File: config.mk
export PLATFORM = sky130hd
export DESIGN_NAME = down_timer_flat
export DESIGN_NICKNAME = d
export VERILOG_FILES = /design/src/rtl/down_timer_pkg.sv /design/src/rtl/down_timer_if.sv /design/src/rtl/down_timer_count_reg.sv /design/src/rtl/down_timer.sv /design/src/flat_wrapper.sv
export SDC_FILE = /design/constraint.sdc
export NUM_CORES = 1
export LEC_CHECK = 0
export BUFFER_PORTS_ARGS = -buffer_cell sky130_fd_sc_hd__buf_2
export CORE_AREA = 10 10 47 49
export CTS_CLUSTER_SIZE = 16
export DETAILED_ROUTE_END_ITERATION = 10
export DIE_AREA = 0 0 57 59
export PLACE_DENSITY = 0.69
export SYNTH_ARGS = -nofsm -noshare
export SYNTH_HDL_FRONTEND = slang
export SYNTH_HIERARCHICAL = 1
export SYNTH_SLANG_ARGS = --single-unit
File: constraint.sdc
create_clock -name clk -period 2.8 [get_ports clk]
set_input_delay 0.28 -clock clk [delete_from_list [all_inputs] [get_ports clk]]
set_output_delay 0.28 -clock clk [all_outputs]
set_load 0.02 [all_outputs]
File: src/rtl/down_timer_pkg.sv
// down_timer_pkg: shared timer types and defaults.
//   state_t       - FSM state, 1-bit encoding (IDLE, RUN)
//   DEFAULT_WIDTH - default counter / load-value width
package timer_pkg;
    localparam int DEFAULT_WIDTH = 4;
    typedef enum logic {IDLE = 1'b0, RUN = 1'b1} state_t;
endpackage

File: src/rtl/down_timer_if.sv
// down_timer_if: control/status bundle of the down timer.
//   master drives load, load_val, start, stop, auto_reload; reads q, busy, done, zero
//   slave  is the timer side of the same signals
import timer_pkg::*;
interface down_timer_if #(parameter int WIDTH = DEFAULT_WIDTH);
    logic             load;
    logic [WIDTH-1:0] load_val;
    logic             start;
    logic             stop;
    logic             auto_reload;
    logic [WIDTH-1:0] q;
    logic             busy;
    logic             done;
    logic             zero;
    modport master (output load, load_val, start, stop, auto_reload,
                    input  q, busy, done, zero);
    modport slave  (input  load, load_val, start, stop, auto_reload,
                    output q, busy, done, zero);
endinterface

File: src/rtl/down_timer_count_reg.sv
// down_count_reg: falling-edge count register with async reset, load and decrement.
//   clk, reset    - clock (falling edge), async active-high reset
//   ld, ld_val    - synchronous load (wins over dec)
//   dec           - synchronous decrement enable
//   q, is_one     - current count and q == 1 flag
import timer_pkg::*;
module down_count_reg #(parameter int WIDTH = DEFAULT_WIDTH) (
    input  logic             clk,
    input  logic             reset,
    input  logic             ld,
    input  logic [WIDTH-1:0] ld_val,
    input  logic             dec,
    output logic [WIDTH-1:0] q,
    output logic             is_one
);
    always_ff @(negedge clk or posedge reset)
        if (reset)
            q <= '0;
        else if (ld)
            q <= ld_val;
        else if (dec)
            q <= q - WIDTH'(1);
    assign is_one = q == WIDTH'(1);
endmodule

File: src/rtl/down_timer.sv
// down_timer: programmable down-counting timer with terminal-count pulse and auto-reload.
//   clk, reset - falling-edge clock, async active-high reset
//   bus        - slave side of down_timer_if (load/start/stop/auto_reload in;
//                q, busy, done, zero out)
import timer_pkg::*;
module down_timer #(parameter int WIDTH = DEFAULT_WIDTH) (
    input logic         clk,
    input logic         reset,
    down_timer_if.slave bus
);
    state_t           state;
    logic [WIDTH-1:0] reload_reg;
    logic [WIDTH-1:0] q;
    logic             is_one;
    logic             run;
    logic             counting;
    logic             reload_ok;
    logic             cnt_ld;
    logic             cnt_dec;
    logic             done_r;
    assign run       = state == RUN;
    assign counting  = run && !bus.load && !bus.stop;
    // A zero reload value cannot define a period, so it behaves as a one-shot.
    assign reload_ok = bus.auto_reload && reload_reg != '0;
    assign cnt_ld    = bus.load || (counting && is_one && reload_ok);
    // In RUN q is never 0 (zero start and zero loads leave RUN), so the q == 1
    // path of the decrement is the one-shot terminal step to 0.
    assign cnt_dec   = counting && !(is_one && reload_ok);
    down_count_reg #(.WIDTH(WIDTH)) u_cnt (
        .clk    (clk),
        .reset  (reset),
        .ld     (cnt_ld),
        .ld_val (bus.load ? bus.load_val : reload_reg),
        .dec    (cnt_dec),
        .q      (q),
        .is_one (is_one)
    );
    always_ff @(negedge clk or posedge reset)
        if (reset) begin
            state      <= IDLE;
            reload_reg <= '0;
            done_r     <= 1'b0;
        end else begin
            done_r <= 1'b0;
            if (bus.load) begin
                reload_reg <= bus.load_val;
                if (run && bus.load_val == '0)
                    state <= IDLE;
            end else if (bus.stop) begin
                state <= IDLE;
            end else if (run) begin
                if (is_one) begin
                    done_r <= 1'b1;
                    if (!reload_ok)
                        state <= IDLE;
                end
            end else if (bus.start) begin
                if (q == '0)
                    done_r <= 1'b1;
                else
                    state <= RUN;
            end
        end
    assign bus.q    = q;
    assign bus.busy = run;
    assign bus.done = done_r;
    assign bus.zero = q == '0;
endmodule

File: src/flat_wrapper.sv
// flat-port wrapper written by rule: the top's interface ports become plain ports
module down_timer_flat 
#(parameter int WIDTH = DEFAULT_WIDTH)
  (clk, reset, bus_load, bus_load_val, bus_start, bus_stop, bus_auto_reload, bus_q, bus_busy, bus_done, bus_zero);
  down_timer_if #(.WIDTH(WIDTH)) bus_i ();
  input logic clk;
  input logic reset;
  input wire logic [$bits(bus_i.load)-1:0] bus_load;
  input wire logic [$bits(bus_i.load_val)-1:0] bus_load_val;
  input wire logic [$bits(bus_i.start)-1:0] bus_start;
  input wire logic [$bits(bus_i.stop)-1:0] bus_stop;
  input wire logic [$bits(bus_i.auto_reload)-1:0] bus_auto_reload;
  output wire logic [$bits(bus_i.q)-1:0] bus_q;
  output wire logic [$bits(bus_i.busy)-1:0] bus_busy;
  output wire logic [$bits(bus_i.done)-1:0] bus_done;
  output wire logic [$bits(bus_i.zero)-1:0] bus_zero;
  assign bus_i.load = bus_load;
  assign bus_i.load_val = bus_load_val;
  assign bus_i.start = bus_start;
  assign bus_i.stop = bus_stop;
  assign bus_i.auto_reload = bus_auto_reload;
  assign bus_q = bus_i.q;
  assign bus_busy = bus_i.busy;
  assign bus_done = bus_i.done;
  assign bus_zero = bus_i.zero;
  down_timer #(.WIDTH(WIDTH)) u_core (.clk(clk), .reset(reset), .bus(bus_i));
endmodule
==> metrics.md <==
| Metric | Value |
|---|---|
| Yosys cell types | 23 |
| Hold/Removal Path Class | flop to flop |
| Row count | 14 |
| Synth-to-layout area growth | 35.2% |
| Top FF cell, synth | dfrtn_1 |
| Die X | 57 um |
| Largest net degree at the start of global routing | 8 |
| Worst Max-Slew Pin Slew | 0.344 ns |
| CTS root buf | clkbuf_4 |
| Vias | 471 |
| Clock Skews | 0.000762 ns |
| Core footprint | 1400 um^2 |
| Clock network fraction of total power | 29.4% |
| Starting Density | 41.6% |
| Fin Hold WS | 0.478 ns |
| Top cell type's share of synthesized area | 42.9% |
| Final Cell Area | 788 um^2 |
| Post-Place Cell Area | 724 um^2 |
| Cell count of the worst reg-to-reg path | 9 |
| Max-slew violations | 0 |
| P_leak | 0.370 nW |
| Main combinational cell family by area after synthesis | simple AND/OR/NAND/NOR gates |
| Setup TNS | -0.0144 ns |
| Max Cap Viol | 0 |
| Die footprint | 3360 um^2 |
| Worst setup margin | -0.0144 ns |
| Failing checks | negative setup slack |
| Max FO, Critical Path | 2 |
| Synth Area in Compound Gates | 11.2% |
| First-pass DRT Iterations | 3 |
| P_sw | 133 uW |
| HPWL Detailed | 1090 um |
| Synth Instances | 53 |
| R2R setup slack | 0.69 ns |
| Worst setup EP type | output pin |
| Simple-gate share of the synthesized area | 22.3% |
| Setup CP Type | flop to output pin |
| Final hold violation count | 0 |
| Total gr overflow | 0 |
| Pre-CTS WS | -0.0978 ns |
| Worst skew pair latency | 0.27 ns |
| Clock Sinks | 10 |
| Cts hold-fix bufs | 0 |
| Antenna cell count | 0 |
| Routed WL | 1310 um |
| First-pass GRT wire length | 2240 um |
| Routed len/inst | 13.8 um |
| Total CTS buffers | 3 |
| H-tree depth | 1 |
| Via density | 4.96 |
| Ratio of cells with drive above 1 in the final layout | 48.1% |
| Yosys warning count | 6 |
| Adder-Cell Fraction of Synth Area | 4.29% |
| GRT Util Overall | 8.52% |
| Pwr Density | 555 nW/um^2 |
| Post-Syn Nets | 65 |
| Most frequent cells after synthesis | 10 x dfrtn_1, 8 x nand2_1, 5 x inv_1, 5 x mux2_2, 4 x o21ai_0 |
| Nets | 92 |
| Post-synthesis sequential area ratio | 42.9% |
| CP startpoint | u_core/u_cnt/q[1] |
| Max rail drop VDD | 0.356 mV |
| Hold_sp | u_core/reload_reg[0] |
| Switch share | 30.5% |
| Sequential power share | 41.8% |
| Post-synth EDFFs | 0 |
| Clk pin slew, worst setup/hold paths | 0.05 ns |
| Multiplexer share of the synthesized area | 9.66% |
| Unrepaired setup endpoints after global routing | true |
| Startpoint types | flop |
| TritonCTS clock tree | yes |
| Worst Path Required | 2.52 ns |
| Crit Reg-Reg Startpoint | u_core/u_cnt/q[0] |
| Residual DRC | 0 |
| Cell area after synthesis | 583 um^2 |
| IO buf count | 16 |
| Count leader, synth | dfrtn_1 |
| I/O pins | 17 |
| Comb pwr share | 28.8% |
| Iteration-0 DRC Markers | 6 |
| Run status | complete, but fails checks |
| Largest area contributor in the netlist | dfrtn_1 |
| Yosys reg bits | 10 |
| Worst Hold Depth | 1 |
| Post-synth ARST share | 100% |
| Post-DRT Antenna Nets | 0 |
| Critical Path AT | 2.53 ns |
| Relative slew slack | 76.8% |
| Largest cells by area after synthesis | dfrtn_1 43%, mux2_2 9.7%, nand2_1 5.2% |
| Final setup vio count | 1 |
| Pint | 304 uW |
| Antenna violations before repair | 0 |
| CTS Buffer Depth | 2 |
| Xor/xnor share of the synthesized area | 4.51% |
| Die height | 59 um |
| Vias in the first global route | 522 |
| Global placer's final weighted congestion | 0.757 |
| Synth Area per Inst | 11.0 um^2 |
## worst paths after layout
path,to
max,bus_zero
min,u_core/reload_reg[0]
max reg2reg,u_core/u_cnt/q[3]
min reg2reg,u_core/reload_reg[0]
max in group asynchronous,u_core/reload_reg[0]
min in group asynchronous,u_core/u_cnt/q[3]
## through the flow
step / instances / util (%) / total power [mW]
3_5_place_dp: 89 / 51.7 / 0.302
6_report: 95 / 56.3 / 0.437
4_1_cts: 95 / 55.5 / 0.439
5_1_grt: 95 / 56.3 / 0.467
2_1_floorplan: 53 / - / 0.258
3_3_place_gp: 89 / 51.7 / 0.299
## power groups by stage
stage | registers, mW | logic [mW] | clock network (mW)
6_report | 0.183 | 0.126 | 0.129
5_1_grt | 0.186 | 0.140 | 0.141
4_1_cts | 0.182 | 0.125 | 0.132
3_5_place_dp | 0.187 | 0.114 | 0
3_3_place_gp | 0.187 | 0.113 | 0
2_1_floorplan | 0.204 | 0.0540 | 0
## final cells by class
cell class	instances	area, um^2
clock buffers	4	36.3
well taps	16	20.0
fillers	151	613
flip-flops and latches	10	250
multi-input cells	37	318
repair buffers	23	145
inverters	5	18.8
## metal layers
layer / track usage (%) / up-vias / share of wire [%]
met1: 8.69 / 223 / 40
met2: 14.4 / 12 / 51
met4: 2.01 / 0 / 0
met5: 0 / - / 0
li1: - / 236 / -
met3: 5.36 / 0 / 9.0
## worst max-delay path, cell delays in order (launching register included)
cell	delay (ns)
dfrtn_1	0.38
nor4_4	0.30
buf_4	0.19
## cells in the final DEF, fill, tap and decap left out, drive strengths merged, types with 2 or more instances in the layout
| cell | n |
|---|---|
| buf | 23 |
| clkbuf | 4 |
| dfrtn | 10 |
| ha | 2 |
| inv | 5 |
| mux2 | 5 |
| nand2 | 8 |
| nor2b | 2 |
| nor4 | 2 |
| o21ai | 4 |
| xor2 | 2 |
## timing repair
action                                  4_1_cts  5_1_grt
gates resized for setup                       1        3
endpoints found under the setup margin        1        3
buffers inserted                              2        0
pin swaps                                     1        1
## cells by family after synthesis
kind of cell	Yosys count
muxes	5
adders and majority gates	2
DFF	10
AOI/OAI and AO/OA	9
xor gates and xnor gates	3
and+or+nand+nor	18
buffers and inverters	6
(Power assumes the default switching activity.)
